$ cat config.mk
export PLATFORM = sky130hd
export DESIGN_NAME = control_pipe_flat
export DESIGN_NICKNAME = d
export VERILOG_FILES = /design/src/rtl/control_pipe_if.sv /design/src/rtl/control_pipe.sv /design/src/flat_wrapper.sv
export SDC_FILE = /design/constraint.sdc
export NUM_CORES = 1
export LEC_CHECK = 0
export ABC_AREA = 1
export BUFFER_PORTS_ARGS = -buffer_cell sky130_fd_sc_hd__buf_2
export CAP_MARGIN = 30
export CORE_MARGIN = 4
export CORE_UTILIZATION = 52
export CTS_CLUSTER_DIAMETER = 40
export DETAILED_ROUTE_END_ITERATION = 8
export GPL_ROUTABILITY_DRIVEN = 1
export HOLD_SLACK_MARGIN = 0.05
export PLACE_DENSITY_LB_ADDON = 0.05
export SYNTH_ARGS = -nofsm -noshare
export SYNTH_HDL_FRONTEND = slang
export SYNTH_SLANG_ARGS = --single-unit
$ cat constraint.sdc
create_clock -name clk -period 2.45 [get_ports clk]
set_clock_uncertainty 0.2 [all_clocks]
set_input_delay 0.245 -clock clk [delete_from_list [all_inputs] [get_ports clk]]
set_output_delay 0.245 -clock clk [all_outputs]
set_load 0.03 [all_outputs]
$ cat src/rtl/control_pipe_if.sv
// rtl/control_pipe_if.sv - decode inputs and per-stage control outputs of control_pipe
// master drives the decode-stage inputs; slave is the control pipeline itself.
interface control_pipe_if #(
   parameter int REG_AW    = 5,
   parameter int ALUCTRL_W = 3
);
   logic [31:0]          instr_d;
   logic                 valid_d;
   logic                 flush_e;
   logic                 stall_ext;
   logic [2:0]           imm_src_d;
   logic                 hazard_stall_d;
   logic                 illegal_d;
   logic [ALUCTRL_W-1:0] alu_ctrl_e;
   logic                 alu_src_e;
   logic [2:0]           branch_type_e;
   logic [1:0]           jump_type_e;
   logic [REG_AW-1:0]    rs1_e;
   logic [REG_AW-1:0]    rs2_e;
   logic [REG_AW-1:0]    rd_e;
   logic [1:0]           fwd_a_e;
   logic [1:0]           fwd_b_e;
   logic                 reg_write_m;
   logic                 mem_write_m;
   logic                 byte_addr_m;
   logic [1:0]           result_src_m;
   logic [REG_AW-1:0]    rd_m;
   logic                 reg_write_w;
   logic [1:0]           result_src_w;
   logic [REG_AW-1:0]    rd_w;

   modport master (
      output instr_d, valid_d, flush_e, stall_ext,
      input  imm_src_d, hazard_stall_d, illegal_d,
      input  alu_ctrl_e, alu_src_e, branch_type_e, jump_type_e,
      input  rs1_e, rs2_e, rd_e, fwd_a_e, fwd_b_e,
      input  reg_write_m, mem_write_m, byte_addr_m, result_src_m, rd_m,
      input  reg_write_w, result_src_w, rd_w
   );

   modport slave (
      input  instr_d, valid_d, flush_e, stall_ext,
      output imm_src_d, hazard_stall_d, illegal_d,
      output alu_ctrl_e, alu_src_e, branch_type_e, jump_type_e,
      output rs1_e, rs2_e, rd_e, fwd_a_e, fwd_b_e,
      output reg_write_m, mem_write_m, byte_addr_m, result_src_m, rd_m,
      output reg_write_w, result_src_w, rd_w
   );
endinterface

$ cat src/rtl/control_pipe.sv
// rtl/control_pipe.sv - RV32 subset decode with D/E/M/W control pipeline, load-use and forwarding
// Optional macro CONTROL_PIPE_BRANCH_EXT_EN adds blt/bge/bltu/bgeu decode.
module control_pipe #(
   parameter int REG_AW    = 5,
   parameter int ALUCTRL_W = 3
) (
   input logic           clk,
   input logic           rst,
   control_pipe_if.slave pif
);

   localparam logic [ALUCTRL_W-1:0] alu_add = ALUCTRL_W'(3'b000);
   localparam logic [ALUCTRL_W-1:0] alu_sub = ALUCTRL_W'(3'b001);
   localparam logic [ALUCTRL_W-1:0] alu_and = ALUCTRL_W'(3'b010);
   localparam logic [ALUCTRL_W-1:0] alu_xor = ALUCTRL_W'(3'b100);

   typedef struct packed {
      logic [ALUCTRL_W-1:0] alu_ctrl;
      logic                 alu_src;
      logic [2:0]           branch_type;
      logic [1:0]           jump_type;
      logic                 reg_write;
      logic                 mem_write;
      logic                 byte_addr;
      logic [1:0]           result_src;
      logic [REG_AW-1:0]    rs1;
      logic [REG_AW-1:0]    rs2;
      logic [REG_AW-1:0]    rd;
   } ctl_t;

   ctl_t              dec;
   ctl_t              e_q;
   logic [2:0]        imm_src;
   logic              legal;
   logic              use1;
   logic              use2;
   logic              hazard_raw;
   logic [REG_AW-1:0] rs1_d;
   logic [REG_AW-1:0] rs2_d;
   logic [6:0]        opcode;
   logic [2:0]        f3;
   logic [6:0]        f7;

   logic              reg_write_m_q, mem_write_m_q, byte_addr_m_q;
   logic [1:0]        result_src_m_q;
   logic [REG_AW-1:0] rd_m_q;
   logic              reg_write_w_q;
   logic [1:0]        result_src_w_q;
   logic [REG_AW-1:0] rd_w_q;

   assign opcode = pif.instr_d[6:0];
   assign f3     = pif.instr_d[14:12];
   assign f7     = pif.instr_d[31:25];
   assign rs1_d  = REG_AW'(pif.instr_d[19:15]);
   assign rs2_d  = REG_AW'(pif.instr_d[24:20]);

   always_comb begin
      dec     = '0;
      imm_src = 3'b000;
      legal   = 1'b0;
      use1    = 1'b0;
      use2    = 1'b0;
      case (opcode)
         7'b0110011: begin
            legal         = 1'b1;
            use1          = 1'b1;
            use2          = 1'b1;
            dec.reg_write = 1'b1;
            case ({f7, f3})
               {7'h00, 3'b000}: dec.alu_ctrl = alu_add;
               {7'h20, 3'b000}: dec.alu_ctrl = alu_sub;
               {7'h00, 3'b100}: dec.alu_ctrl = alu_xor;
               {7'h00, 3'b111}: dec.alu_ctrl = alu_and;
               default:         legal = 1'b0;
            endcase
         end
         7'b0010011: begin
            legal         = (f3 == 3'b000);
            use1          = 1'b1;
            dec.reg_write = 1'b1;
            dec.alu_src   = 1'b1;
            dec.alu_ctrl  = alu_add;
         end
         7'b1100011: begin
            legal        = 1'b1;
            use1         = 1'b1;
            use2         = 1'b1;
            imm_src      = 3'b010;
            dec.alu_ctrl = alu_sub;
            case (f3)
               3'b000:  dec.branch_type = 3'b001;
               3'b001:  dec.branch_type = 3'b010;
`ifdef CONTROL_PIPE_BRANCH_EXT_EN
               3'b100:  dec.branch_type = 3'b011;
               3'b101:  dec.branch_type = 3'b100;
               3'b110:  dec.branch_type = 3'b101;
               3'b111:  dec.branch_type = 3'b110;
`endif
               default: legal = 1'b0;
            endcase
         end
         7'b1101111: begin
            legal          = 1'b1;
            imm_src        = 3'b011;
            dec.jump_type  = 2'b01;
            dec.reg_write  = 1'b1;
            dec.result_src = 2'b10;
         end
         7'b1100111: begin
            legal          = (f3 == 3'b000);
            use1           = 1'b1;
            dec.jump_type  = 2'b10;
            dec.reg_write  = 1'b1;
            dec.result_src = 2'b10;
            dec.alu_src    = 1'b1;
            dec.alu_ctrl   = alu_add;
         end
         7'b0110111: begin
            legal          = 1'b1;
            imm_src        = 3'b100;
            dec.reg_write  = 1'b1;
            dec.result_src = 2'b11;
         end
         7'b0100011: begin
            legal         = (f3 == 3'b000);
            use1          = 1'b1;
            use2          = 1'b1;
            imm_src       = 3'b001;
            dec.mem_write = 1'b1;
            dec.byte_addr = 1'b1;
            dec.alu_src   = 1'b1;
            dec.alu_ctrl  = alu_add;
         end
         7'b0000011: begin
            legal          = (f3 == 3'b100);
            use1           = 1'b1;
            dec.reg_write  = 1'b1;
            dec.result_src = 2'b01;
            dec.byte_addr  = 1'b1;
            dec.alu_src    = 1'b1;
            dec.alu_ctrl   = alu_add;
         end
         default: legal = 1'b0;
      endcase
      if (!legal) begin
         dec     = '0;
         imm_src = 3'b000;
         use1    = 1'b0;
         use2    = 1'b0;
      end
      // Unused register fields are zeroed so forwarding only reflects real operands.
      dec.rs1 = use1 ? rs1_d : '0;
      dec.rs2 = use2 ? rs2_d : '0;
      dec.rd  = dec.reg_write ? REG_AW'(pif.instr_d[11:7]) : '0;
   end

   always_comb begin
      hazard_raw = 1'b0;
      if (pif.valid_d && e_q.reg_write && e_q.result_src == 2'b01 && e_q.rd != '0)
         hazard_raw = (use1 && rs1_d == e_q.rd) || (use2 && rs2_d == e_q.rd);
   end

   always_ff @(posedge clk or posedge rst) begin
      if (rst) begin
         e_q            <= '0;
         reg_write_m_q  <= 1'b0;
         mem_write_m_q  <= 1'b0;
         byte_addr_m_q  <= 1'b0;
         result_src_m_q <= 2'b00;
         rd_m_q         <= '0;
         reg_write_w_q  <= 1'b0;
         result_src_w_q <= 2'b00;
         rd_w_q         <= '0;
      end else if (!pif.stall_ext) begin
         if (pif.flush_e || hazard_raw || !pif.valid_d || !legal)
            e_q <= '0;
         else
            e_q <= dec;
         reg_write_m_q  <= e_q.reg_write;
         mem_write_m_q  <= e_q.mem_write;
         byte_addr_m_q  <= e_q.byte_addr;
         result_src_m_q <= e_q.result_src;
         rd_m_q         <= e_q.rd;
         reg_write_w_q  <= reg_write_m_q;
         result_src_w_q <= result_src_m_q;
         rd_w_q         <= rd_m_q;
      end
   end

   function automatic logic [1:0] fwd_sel(input logic [REG_AW-1:0] rs);
      if (reg_write_m_q && rd_m_q != '0 && rd_m_q == rs)
         return 2'b10;
      else if (reg_write_w_q && rd_w_q != '0 && rd_w_q == rs)
         return 2'b01;
      else
         return 2'b00;
   endfunction

   assign pif.imm_src_d      = pif.valid_d ? imm_src : 3'b000;
   assign pif.illegal_d      = pif.valid_d && !legal;
   assign pif.hazard_stall_d = hazard_raw && !pif.flush_e;
   assign pif.alu_ctrl_e     = e_q.alu_ctrl;
   assign pif.alu_src_e      = e_q.alu_src;
   assign pif.branch_type_e  = e_q.branch_type;
   assign pif.jump_type_e    = e_q.jump_type;
   assign pif.rs1_e          = e_q.rs1;
   assign pif.rs2_e          = e_q.rs2;
   assign pif.rd_e           = e_q.rd;
   assign pif.fwd_a_e        = fwd_sel(e_q.rs1);
   assign pif.fwd_b_e        = fwd_sel(e_q.rs2);
   assign pif.reg_write_m    = reg_write_m_q;
   assign pif.mem_write_m    = mem_write_m_q;
   assign pif.byte_addr_m    = byte_addr_m_q;
   assign pif.result_src_m   = result_src_m_q;
   assign pif.rd_m           = rd_m_q;
   assign pif.reg_write_w    = reg_write_w_q;
   assign pif.result_src_w   = result_src_w_q;
   assign pif.rd_w           = rd_w_q;

endmodule

$ cat src/flat_wrapper.sv
// flat-port wrapper written by rule: the top's interface ports become plain ports
module control_pipe_flat 
#(
   parameter int REG_AW    = 5,
   parameter int ALUCTRL_W = 3
)
  (clk, rst, pif_instr_d, pif_valid_d, pif_flush_e, pif_stall_ext, pif_imm_src_d, pif_hazard_stall_d, pif_illegal_d, pif_alu_ctrl_e, pif_alu_src_e, pif_branch_type_e, pif_jump_type_e, pif_rs1_e, pif_rs2_e, pif_rd_e, pif_fwd_a_e, pif_fwd_b_e, pif_reg_write_m, pif_mem_write_m, pif_byte_addr_m, pif_result_src_m, pif_rd_m, pif_reg_write_w, pif_result_src_w, pif_rd_w);
  control_pipe_if #(.REG_AW(REG_AW), .ALUCTRL_W(ALUCTRL_W)) pif_i ();
  input logic clk;
  input logic rst;
  input wire logic [$bits(pif_i.instr_d)-1:0] pif_instr_d;
  input wire logic [$bits(pif_i.valid_d)-1:0] pif_valid_d;
  input wire logic [$bits(pif_i.flush_e)-1:0] pif_flush_e;
  input wire logic [$bits(pif_i.stall_ext)-1:0] pif_stall_ext;
  output wire logic [$bits(pif_i.imm_src_d)-1:0] pif_imm_src_d;
  output wire logic [$bits(pif_i.hazard_stall_d)-1:0] pif_hazard_stall_d;
  output wire logic [$bits(pif_i.illegal_d)-1:0] pif_illegal_d;
  output wire logic [$bits(pif_i.alu_ctrl_e)-1:0] pif_alu_ctrl_e;
  output wire logic [$bits(pif_i.alu_src_e)-1:0] pif_alu_src_e;
  output wire logic [$bits(pif_i.branch_type_e)-1:0] pif_branch_type_e;
  output wire logic [$bits(pif_i.jump_type_e)-1:0] pif_jump_type_e;
  output wire logic [$bits(pif_i.rs1_e)-1:0] pif_rs1_e;
  output wire logic [$bits(pif_i.rs2_e)-1:0] pif_rs2_e;
  output wire logic [$bits(pif_i.rd_e)-1:0] pif_rd_e;
  output wire logic [$bits(pif_i.fwd_a_e)-1:0] pif_fwd_a_e;
  output wire logic [$bits(pif_i.fwd_b_e)-1:0] pif_fwd_b_e;
  output wire logic [$bits(pif_i.reg_write_m)-1:0] pif_reg_write_m;
  output wire logic [$bits(pif_i.mem_write_m)-1:0] pif_mem_write_m;
  output wire logic [$bits(pif_i.byte_addr_m)-1:0] pif_byte_addr_m;
  output wire logic [$bits(pif_i.result_src_m)-1:0] pif_result_src_m;
  output wire logic [$bits(pif_i.rd_m)-1:0] pif_rd_m;
  output wire logic [$bits(pif_i.reg_write_w)-1:0] pif_reg_write_w;
  output wire logic [$bits(pif_i.result_src_w)-1:0] pif_result_src_w;
  output wire logic [$bits(pif_i.rd_w)-1:0] pif_rd_w;
  assign pif_i.instr_d = pif_instr_d;
  assign pif_i.valid_d = pif_valid_d;
  assign pif_i.flush_e = pif_flush_e;
  assign pif_i.stall_ext = pif_stall_ext;
  assign pif_imm_src_d = pif_i.imm_src_d;
  assign pif_hazard_stall_d = pif_i.hazard_stall_d;
  assign pif_illegal_d = pif_i.illegal_d;
  assign pif_alu_ctrl_e = pif_i.alu_ctrl_e;
  assign pif_alu_src_e = pif_i.alu_src_e;
  assign pif_branch_type_e = pif_i.branch_type_e;
  assign pif_jump_type_e = pif_i.jump_type_e;
  assign pif_rs1_e = pif_i.rs1_e;
  assign pif_rs2_e = pif_i.rs2_e;
  assign pif_rd_e = pif_i.rd_e;
  assign pif_fwd_a_e = pif_i.fwd_a_e;
  assign pif_fwd_b_e = pif_i.fwd_b_e;
  assign pif_reg_write_m = pif_i.reg_write_m;
  assign pif_mem_write_m = pif_i.mem_write_m;
  assign pif_byte_addr_m = pif_i.byte_addr_m;
  assign pif_result_src_m = pif_i.result_src_m;
  assign pif_rd_m = pif_i.rd_m;
  assign pif_reg_write_w = pif_i.reg_write_w;
  assign pif_result_src_w = pif_i.result_src_w;
  assign pif_rd_w = pif_i.rd_w;
  control_pipe #(.REG_AW(REG_AW), .ALUCTRL_W(ALUCTRL_W)) u_core (.clk(clk), .rst(rst), .pif(pif_i));
endmodule
==> flow_summary.yaml, run 1 <==
sta:
  fin_tns_setup_ps: 0
  post-route-worst-setup-slack_ps: 80.2
  max_slew.worst_pin.slew_ps: 678
  finalCritPeriodShare_pct: 96.7
  timing.max_slew.rel_slack_pct: 54.5
  final-hold-violation-count: 0
  rsz0062_at_grt: "no"
  setup_viol: 0
  achievable-frequency_mhz: 422
  final_period_minus_worst_setup_slack_ps: 2370
  slew_violations: 0
  final.hold.worst_slack_ps: 56.1
cts:
  path_clk_slew_ps: 90
  h-tree-depth: 2
  cts_tree: "yes"
  numClockSinks: 46
  worst_skew_pair.late_latency_ps: 300
  numCtsBuffers: 5
  clock_path_buffers: 2
  cts-root-buf: "clkbuf_8"
pwr:
  p_per_area_nw_per_um2: 395
  pwr-share-clk_pct: 34.9
  sequential_power_share_pct: 54.8
  peakVddDrop_uv: 243
  part_of_the_total_power_dissipated_in_combinational_logic_pct: 10.3
  total_switching_power_mw: 0.347
  sw_frac_of_total_pct: 25.0
  cellInternalPower_mw: 1.04
  leakage_power_total_nw: 2.01
placement:
  routabilityCongestion: 0.873
  place_worst_setup_slack_ps: 264
  placed_cell_areas_um2: 3250
  detail_placement_hpwl_um: 5400
  port-buffer-count: 86
setup_path:
  setup.worst_path.start_class: "primary input"
  worstPathMaxFanout: 4
  crit_required_ps: 2010
  crit_type: "in -> out"
  critPathBufInv: 3
  cp_cell_sequence: "dlygate4sd3_1 -> buf_2 -> xnor2_2 -> nand2_2 -> nor4_4 -> nand3_2 -> nand2_4 -> nand2_8 -> nor2_4 -> buf_6"
  arrival_ps: 1920
  worst_path_largest_cell_delay_ps: 550
  path_delay_family: "buffers and inverters"
  cpMaxStageDelayCell: "dlygate4sd3_1"
  endpoint_kind: "output port"
detailed_routing:
  post-route-drc-count: 0
  drt_iter0_markers: 186
  aggregate_routed_wire_length_um: 7090
  drt-pass1-iter-count: 4
  viasPerCell: 4.98
  number_of_vias_in_the_routed_layout: 2611
  wl_per_cell_um: 13.5
  ant_nets: 0
logic_synthesis:
  synth_area_leaders: "dfrtp_1, nand2_1, buf_4"
  syn-num-nets: 415
  number_of_flops_mapped_to_enable_cells_by_yosys: 0
  synthesis.area_per_instance_um2: 7.81
  yosys.area.top_type_share_pct: 39.0
  yosysMostFrequentCell: "nand2_1"
  synth_warnings: 0
  postSynthCellCount: 378
  synth-seq-cells: 46
  synth-seq-area-share_pct: 39.0
  yosys_most_used_dff: "dfrtp_1"
  synth_top_cell_by_area: "dfrtp_1"
  count_of_cell_types_in_the_netlist: 33
  syn-cell-area_um2: 2950
  postSynth.asyncResetShare_pct: 100
  ys_top_cells_by_count: "nand2_1, dfrtp_1, inv_1"
cells_and_area:
  nets: 488
  postLayoutCellArea_um2: 3510
  n_fill_cell: 524
  layout-drive-gt1-share_pct: 30.5
  final_util_pct: 63.7
  syn_to_final_growth_pct: 18.8
  ant_diodes: 0
global_routing:
  grt_pass1_wl_um: 12000
  antenna_found_initial: 0
  global_route.usage.total_pct: 21.0
  first_global_vias: 2414
  grt_max_degree: 59
  global_route.overflow_total: 0
floorplan:
  number_of_rows_in_the_core_area: 27
  top_level_ports: 88
  initial_core_util_pct: 53.6
  core_um2: 5510
  die-width_um: 83.3
  die_y_um: 83.3
  die_area_um2: 6940
job:
  count_of_maximum_capacitance_violations: 0
min_path:
  hold_path.class: "in -> reg"
outcome:
  run_status: "finished clean"
path summary, 6_finish.rpt:
kind                                                startpoint                               endpoint  slack, ps  depth (start not counted)
worst max-delay path                           pif_instr_d[21]                     pif_hazard_stall_d         80                         10
worst min-delay path                           pif_instr_d[15]        u_core.pif.rs1_e[0]$_DFFE_PP0N_         60                          3
worst max register to register  u_core.pif.rd_e[0]$_DFFE_PP0N_  u_core.pif.jump_type_e[0]$_DFFE_PP0N_        320                          9
worst min register to register      u_core.e_q[18]$_DFFE_PP0N_     u_core.pif.mem_write_m$_DFFE_PP0N_        280                          2
max in group asynchronous                                  rst         u_core.pif.rd_m[2]$_DFFE_PP0N_       1070                          4
min in group asynchronous                                  rst  u_core.pif.jump_type_e[1]$_DFFE_PP0N_        290                          3
layer usage:
layer	part of all wire (%)	wire length, µm	vias to the layer above	global-route usage [%]
met4	0.82	58	0	4.01
met2	46	3240	74	31.8
met5	0	0	-	0
li1	-	-	1335	-
met3	6.0	424	6	4.27
met1	48	3370	1196	31.1
power by group through the flow:
| stage | combinational, mW | clock, mW | sequential (mW) |
|---|---|---|---|
| floorplan | 0.0742 | 0 | 0.774 |
| global placement | 0.127 | 0 | 0.774 |
| detailed placement | 0.128 | 0 | 0.774 |
| CTS | 0.140 | 0.494 | 0.758 |
| global route | 0.161 | 0.529 | 0.759 |
| finish | 0.143 | 0.484 | 0.758 |
registers in the layout (all words and copies together) (netlist names), 2 cells and up:
register,count
u_core.pif.rs1_e,5
u_core.pif.result_src_m,2
u_core.pif.result_src_w,2
u_core.pif.branch_type_e,2
u_core.pif.rd_e,5
u_core.pif.rd_w,5
u_core.e_q,5
u_core.pif.jump_type_e,2
u_core.pif.alu_ctrl_e,3
u_core.pif.rd_m,5
u_core.pif.rs2_e,5
cells in the final DEF (no fill, tap or decap), types with 7 or more instances in the layout:
cell type and instances:
nand3_1 12, o21ai_0 17, xnor2_1 14, nand2_2 8
buf_2 85, nor3_1 7, dfrtp_1 46, dlygate4sd3_1 9
nor2_1 27, nand2_1 104, inv_1 31, o21ai_2 10
xor2_1 15, nand4_1 20
through the flow:
stage	total power, mW	cells
2_1_floorplan	0.848	378
3_3_place_gp	0.901	504
3_5_place_dp	0.902	504
4_1_cts	1.39	521
5_1_grt	1.45	524
6_report	1.38	524
area by class of cell:
cell class	instances	area, µm²	area share [%]
multi-input cells	261	1470	41.9
flip-flops and latches	46	1150	32.8
repair buffers	100	564	16.1
inverters	37	139	3.96
well taps	72	90.1	2.57
clock buffers	7	86.3	2.46
clock inverters	1	5.00	0.143
repair_timing:
item,CTS,global route
endpoints found under the setup margin,1,1
setup buffers,0,3
hold endpoints to repair,28,0
pin swaps,0,3
hold buffers,9,0
resized for setup,1,10
kinds of logic after synthesis:
logic type	after synthesis	synth area share, %
flops	46	39.0
xor+xnor	30	8.91
compound gates	32	7.38
simple gates	198	31.8
buf+inv	71	12.7
other cells	1	0.127
worst register-to-register path, stage by stage, from the launching register on:
cell and delay (ps):
dfrtp_1 460, xnor2_1 220, nand2_2 90, nor4_4 240
nand3_2 120, nand2_4 110, nand2_8 60, buf_4 140
nand2_2 240, o21ai_0 120
Note: power is estimated with default switching activity, not from simulation.
==> run 2: changes to the inputs <==
--- a/config.mk
+++ b/config.mk
@@ -5,11 +5,10 @@
 export SDC_FILE = /design/constraint.sdc
 export NUM_CORES = 1
 export LEC_CHECK = 0
-export ABC_AREA = 1
 export BUFFER_PORTS_ARGS = -buffer_cell sky130_fd_sc_hd__buf_2
 export CAP_MARGIN = 30
 export CORE_MARGIN = 4
-export CORE_UTILIZATION = 52
+export CORE_UTILIZATION = 51
 export CTS_CLUSTER_DIAMETER = 40
 export DETAILED_ROUTE_END_ITERATION = 8
 export GPL_ROUTABILITY_DRIVEN = 1
==> run 2 against run 1 <==
The flow now finishes with violations (setup timing); final cell count decreased by 13%; global-route usage increased by 1.0 points; sequential share of layout area decreased by 1.6 points; utilization increased by 7.2 points; synthesized cell count decreased by 25%; register-to-register slack got worse by 240 ps; highest routed layer unchanged.
==> flow_summary.yaml, run 2 <==
logic_synthesis:
  synth.mux.area_fraction_pct: 7.63
  syn-num-nets: 322
  syn-cell-area_um2: 2800
  ys_top_cells_by_count: "dfrtp_1, nand2_1, buf_4"
  synth_compound_gate_area_share_pct: 11.2
  post_synthesis_share_of_cell_area_spent_on_and_or_nand_and_nor_gates_pct: 21.5
  synthesis.area_per_instance_um2: 9.84
  synth_top_cell_by_area: "dfrtp_1"
  yosys.area_share.xor_xnor_pct: 9.37
  synth_fa_ha_area_share_pct: 0.357
  yosys.area.top_type_share_pct: 41.1
  postSynthCellCount: 285
  postSynth.asyncResetShare_pct: 100
  synth_warnings: 0
  synth_top_family_by_area: "simple AND/OR/NAND/NOR gates"
  yosys_most_used_dff: "dfrtp_1"
  number_of_flops_mapped_to_enable_cells_by_yosys: 0
  synth-seq-cells: 46
  synth_area_leaders: "dfrtp_1, mux2_2, buf_4"
  count_of_cell_types_in_the_netlist: 50
  synth-seq-area-share_pct: 41.1
  yosysMostFrequentCell: "dfrtp_1"
pwr:
  sw_frac_of_total_pct: 23.8
  sequential_power_share_pct: 54.9
  fin_total_pwr_mw: 1.38
  leakage_power_total_nw: 1.91
  total_switching_power_mw: 0.329
  cellInternalPower_mw: 1.05
  part_of_the_total_power_dissipated_in_combinational_logic_pct: 12.8
  pwr-share-clk_pct: 32.4
  peakVddDrop_uv: 246
  p_per_area_nw_per_um2: 375
placement:
  post-place-cells: 428
  placed_cell_areas_um2: 3290
  routabilityCongestion: 0.977
  place_worst_setup_slack_ps: 29.5
  detail_placement_hpwl_um: 5300
  port-buffer-count: 86
sta:
  fin_tns_setup_ps: -41.3
  final_period_minus_worst_setup_slack_ps: 2490
  finalCritPeriodShare_pct: 102
  final-hold-violation-count: 0
  rsz0062_at_grt: "yes"
  slew_violations: 0
  final.hold.worst_slack_ps: 57.2
  timing.max_slew.rel_slack_pct: 61.9
  max_slew.worst_pin.slew_ps: 571
  achievable-frequency_mhz: 401
  post-route-worst-setup-slack_ps: -41.3
  setup_viol: 1
floorplan:
  core_um2: 5200
  die-width_um: 82.1
  top_level_ports: 88
  die_y_um: 82.1
  initial_core_util_pct: 53.9
  number_of_rows_in_the_core_area: 26
  die_area_um2: 6750
detailed_routing:
  viasPerCell: 5.39
  post-route-drc-count: 0
  drt-pass1-iter-count: 4
  aggregate_routed_wire_length_um: 7120
  ant_nets: 0
  wl_per_cell_um: 15.6
  number_of_vias_in_the_routed_layout: 2469
  drt_iter0_markers: 125
global_routing:
  global_route.overflow_total: 0
  antenna_found_initial: 0
  grt_pass1_wl_um: 11300
  global_route.usage.total_pct: 22.0
  grt_max_degree: 47
  first_global_vias: 2311
cts:
  cts_tree: "yes"
  clock_path_buffers: 2
  numCtsBuffers: 5
  worst_skew_pair.late_latency_ps: 290
  h-tree-depth: 2
  numClockSinks: 46
  cts-root-buf: "clkbuf_8"
  path_clk_slew_ps: 80
outcome:
  run_status: "finished with violations"
  failed_checks: "setup timing"
min_path:
  holdPathStages: 3
  hold_path.class: "in -> reg"
setup_path:
  setup.worst_path.start_class: "flop"
  arrival_ps: 2050
  worstPathMaxFanout: 3
  endpoint_kind: "output port"
  r2r.worst_path.cells: 8
  cp_cell_sequence: "buf_6 -> or4_4 -> nor2_4 -> nor3_2 -> nand3_1 -> a21oi_2 -> nor2b_4 -> buf_6"
  cpMaxStageDelayCell: "or4_4"
  cpMostUsedCell: "buf_6"
  crit_type: "reg -> out"
  worst_path_largest_cell_delay_ps: 550
  crit_required_ps: 2010
cells_and_area:
  nets: 426
  highest_count_cells_in_the_layout_ignoring_fill_and_taps: "buf_2, dfrtp_1, nand2_1, buf_4"
  layout.cells.most_common: "buf_2"
  postLayoutCellArea_um2: 3690
  final_cells: 458
  multi_input_area_um2: 1520
  syn_to_final_growth_pct: 31.5
  ant_diodes: 0
  layout-drive-gt1-share_pct: 43.6
  ff_latch_area_um2: 1150
  n_fill_cell: 410
  final_util_pct: 70.8
job:
  count_of_maximum_capacitance_violations: 0
[run 2: final timing paths]
path	start	to	slack, ps
setup / recovery	u_core.pif.rd_e[4]$_DFFE_PP0N_	pif_hazard_stall_d	-40
hold / removal	pif_instr_d[22]	u_core.pif.rs2_e[2]$_DFFE_PP0N_	60
setup reg to reg	u_core.pif.rd_e[4]$_DFFE_PP0N_	u_core.e_q[16]$_DFFE_PP0N_	80
hold reg to reg	u_core.pif.branch_type_e[0]$_DFFE_PP0N_	u_core.pif.branch_type_e[0]$_DFFE_PP0N_	280
max in group asynchronous	rst	u_core.pif.rd_w[3]$_DFFE_PP0N_	1200
min in group asynchronous	rst	u_core.pif.result_src_w[0]$_DFFE_PP0N_	430
[run 2: cell families after synthesis]
group | count (synthesis)
adders and majority gates | 1
AOI/OAI and AO/OA | 45
and+or+nand+nor | 106
other | 1
muxes | 19
xor gates and xnor gates | 30
buffers and inverters | 37
DFF | 46
[run 2: area by class of cell]
type,count,share of cell area (%)
clock buffer,6,2.24
inverter,3,0.305
multi-input combinational,202,41.3
sequential,46,31.3
tap,70,2.38
timing repair buffer,131,22.5
[run 2: critical path, delay by kind of cell (launching register included)]
family | cells | cell delay, ps
and+or+nand+nor | 5 | 970
buffers and inverters | 2 | 270
AOI/OAI and AO/OA | 1 | 90
DFF | 1 | 420
[run 2: power by group through the flow]
stage	Clock (mW)	Combinational (mW)	Sequential, mW
final	0.448	0.176	0.759
after floorplan	0	0.0837	0.774
after detailed placement	0	0.151	0.774
after global routing	0.501	0.192	0.759
after global placement	0	0.150	0.774
after CTS	0.462	0.171	0.759
[run 2: timing repair]
action	in CTS	in global routing
buffers inserted	6	3
pin swaps	5	8
setup endpoints to repair	3	5
hold buffers	15	0
hold endpoints to repair	60	0
gates resized for setup	12	13
[run 2: routing by layer]
metal | GRT usage, % | part of all wire (%) | routed length, µm | vias up
met5 | 0 | 0 | 0 | -
met4 | 4.49 | 1.1 | 78 | 0
met3 | 4.34 | 6.6 | 470 | 8
met2 | 35.1 | 47 | 3320 | 91
met1 | 31.1 | 46 | 3260 | 1175
li1 | - | - | - | 1195
==> run 3: changes to the inputs <==
--- a/config.mk
+++ b/config.mk
@@ -5,15 +5,16 @@
 export SDC_FILE = /design/constraint.sdc
 export NUM_CORES = 1
 export LEC_CHECK = 0
+export ABC_AREA = 1
 export BUFFER_PORTS_ARGS = -buffer_cell sky130_fd_sc_hd__buf_2
 export CAP_MARGIN = 30
 export CORE_MARGIN = 4
-export CORE_UTILIZATION = 51
+export CORE_UTILIZATION = 47
 export CTS_CLUSTER_DIAMETER = 40
 export DETAILED_ROUTE_END_ITERATION = 8
 export GPL_ROUTABILITY_DRIVEN = 1
 export HOLD_SLACK_MARGIN = 0.05
-export PLACE_DENSITY_LB_ADDON = 0.05
+export PLACE_DENSITY_LB_ADDON = 0.25
 export SYNTH_ARGS = -nofsm -noshare
 export SYNTH_HDL_FRONTEND = slang
 export SYNTH_SLANG_ARGS = --single-unit
==> constraint.sdc (replaced) <==
create_clock -name clk -period 2.05 [get_ports clk]
set_clock_uncertainty 0.2 [all_clocks]
set_input_delay 0.205 -clock clk [delete_from_list [all_inputs] [get_ports clk]]
set_output_delay 0.205 -clock clk [all_outputs]
set_load 0.03 [all_outputs]
==> run 3 against run 2 <==
The run still ends with setup timing left; worst hold slack better by 17 ps; routed wire length up 12%; critical path depth up 2; largest power group unchanged.
==> flow_summary.yaml, run 3 (synthesized netlist as in run 1, its figures left out) <==
outcome:
  run_status: "finished with violations"
  failed_checks: "setup timing"
placement:
  detail_placement_hpwl_um: 5590
  place_worst_setup_slack_ps: 66.5
  routabilityCongestion: 0.891
  port-buffer-count: 86
  placed_cell_areas_um2: 3410
cts:
  path_clk_slew_ps: 90
  numCtsBuffers: 5
  cts-root-buf: "clkbuf_8"
  clock_path_buffers: 2
  cts_tree: "yes"
  numClockSinks: 46
  h-tree-depth: 2
  worst_skew_pair.late_latency_ps: 290
floorplan:
  initial_core_util_pct: 49.2
  die_area_um2: 7610
  top_level_ports: 88
  core_um2: 5990
  number_of_rows_in_the_core_area: 28
  die-width_um: 87.2
  die_y_um: 87.2
detailed_routing:
  wl_per_cell_um: 14.1
  drt_iter0_markers: 144
  number_of_vias_in_the_routed_layout: 2829
  post-route-drc-count: 0
  viasPerCell: 5.03
  drt-pass1-iter-count: 4
  aggregate_routed_wire_length_um: 7950
  ant_nets: 0
sta:
  setup_viol: 28
  max_slew.worst_pin.slew_ps: 541
  final.hold.worst_slack_ps: 74.6
  final-hold-violation-count: 0
  slew_violations: 0
  final_period_minus_worst_setup_slack_ps: 2250
  finalCritPeriodShare_pct: 110
  timing.max_slew.rel_slack_pct: 63.9
  achievable-frequency_mhz: 444
  rsz0062_at_grt: "yes"
  post-route-worst-setup-slack_ps: -202
cells_and_area:
  highest_count_cells_in_the_layout_ignoring_fill_and_taps: "nand2_1, buf_2, dfrtp_1, buf_4, inv_1"
  ant_diodes: 0
  final_util_pct: 66.2
  postLayoutCellArea_um2: 3970
  layout-drive-gt1-share_pct: 39.0
  nets: 523
  layout.cells.most_common: "nand2_1"
  syn_to_final_growth_pct: 34.4
global_routing:
  global_route.usage.total_pct: 20.4
  antenna_found_initial: 0
  grt_max_degree: 47
  grt_pass1_wl_um: 12400
  first_global_vias: 2645
  global_route.overflow_total: 0
pwr:
  cellInternalPower_mw: 1.22
  sw_frac_of_total_pct: 25.8
  total_switching_power_mw: 0.425
  part_of_the_total_power_dissipated_in_combinational_logic_pct: 11.3
  pwr-share-clk_pct: 33.7
  leakage_power_total_nw: 2.23
  sequential_power_share_pct: 55.0
  p_per_area_nw_per_um2: 415
  peakVddDrop_uv: 270
min_path:
  hold_path.class: "in -> reg"
setup_path:
  endpoint_kind: "output port"
  worstPathMaxFanout: 2
  crit_required_ps: 1640
  setup.worst_path.start_class: "flop"
  arrival_ps: 1850
  crit_type: "reg -> out"
job:
  count_of_maximum_capacitance_violations: 0
==> run 3: cell types whose count changed in the layout (fill, tap and decap cells not counted), sizes merged, moves of 4 or more <==
| cell | previous run | this run |
|---|---|---|
| nand2b | 5 | 0 |
| nor2 | 9 | 32 |
| or4 | 6 | 0 |
| xnor2 | 10 | 15 |
| nand2 | 34 | 115 |
| mux2 | 19 | 0 |
| xor2 | 20 | 15 |
| a21oi | 6 | 2 |
| o21ai | 22 | 27 |
| nand4 | 3 | 20 |
| inv | 3 | 36 |
| a22o | 5 | 0 |
==> run 3: through the flow <==
stage	power [mW]	setup TNS, ps	std cells
finish	1.65	-3320	562
floorplan	1.01	-198	378
detailed placement	1.09	0	521
global placement	1.08	0	521
CTS	1.65	-156	548
global route	1.73	-5340	562
==> run 3: layer usage <==
layer,wire (µm),global-route usage (%),share of wire [%],vias to the layer above
li1,-,-,-,1398
met1,3540,28.0,45,1335
met2,3890,33.0,49,86
met3,402,3.50,5.1,10
met4,114,6.14,1.4,0
met5,0,0,0,-
==> run 3: final timing paths <==
kind,start,endpoint,slack (ps),depth (start not counted)
max reg2reg,u_core.pif.rd_e[0]$_DFFE_PP0N_,u_core.pif.rs2_e[1]$_DFFE_PP0N_,-170,13
min reg2reg,u_core.e_q[18]$_DFFE_PP0N_,u_core.pif.mem_write_m$_DFFE_PP0N_,270,2
max in group asynchronous,rst,u_core.e_q[16]$_DFFE_PP0N_,770,4
max,u_core.pif.rd_e[0]$_DFFE_PP0N_,pif_hazard_stall_d,-200,10
min in group asynchronous,rst,u_core.pif.result_src_m[1]$_DFFE_PP0N_,290,3
min,pif_instr_d[21],u_core.pif.rs2_e[1]$_DFFE_PP0N_,70,3
==> run 3: cell type report <==
class,instances,area (µm²)
timing repair buffer,135,931
inverter,37,139
fill,515,2030
multi-input combinational,261,1550
clock buffer,5,68.8
clock inverter,3,21.3
sequential,46,1170
tap,75,93.8
==> run 3: power groups by stage <==
stage               registers (mW)  logic [mW]  clock network [mW]
detailed placement           0.925       0.161                   0
finish                       0.906       0.186               0.554
CTS                          0.906       0.184               0.559
floorplan                    0.925      0.0887                   0
global route                 0.907       0.207               0.614
global placement             0.925       0.159                   0
==> run 3: worst max-delay path: stages, from the launching register on <==
cell,delay [ps]
dfrtp_1,390
buf_4,150
xnor2_2,130
nand2_1,80
nor4_2,180
buf_4,160
nand3_2,80
nand2_2,90
nand2_4,60
nor2_4,90
buf_6,140
==> run 3: timing repair <==
item,CTS,global route
setup endpoints to repair,3,32
buffers inserted,4,12
pin swaps,6,18
endpoints found under the hold margin,40,0
gates cloned,0,2
hold buffers,15,0
resized for setup,15,28
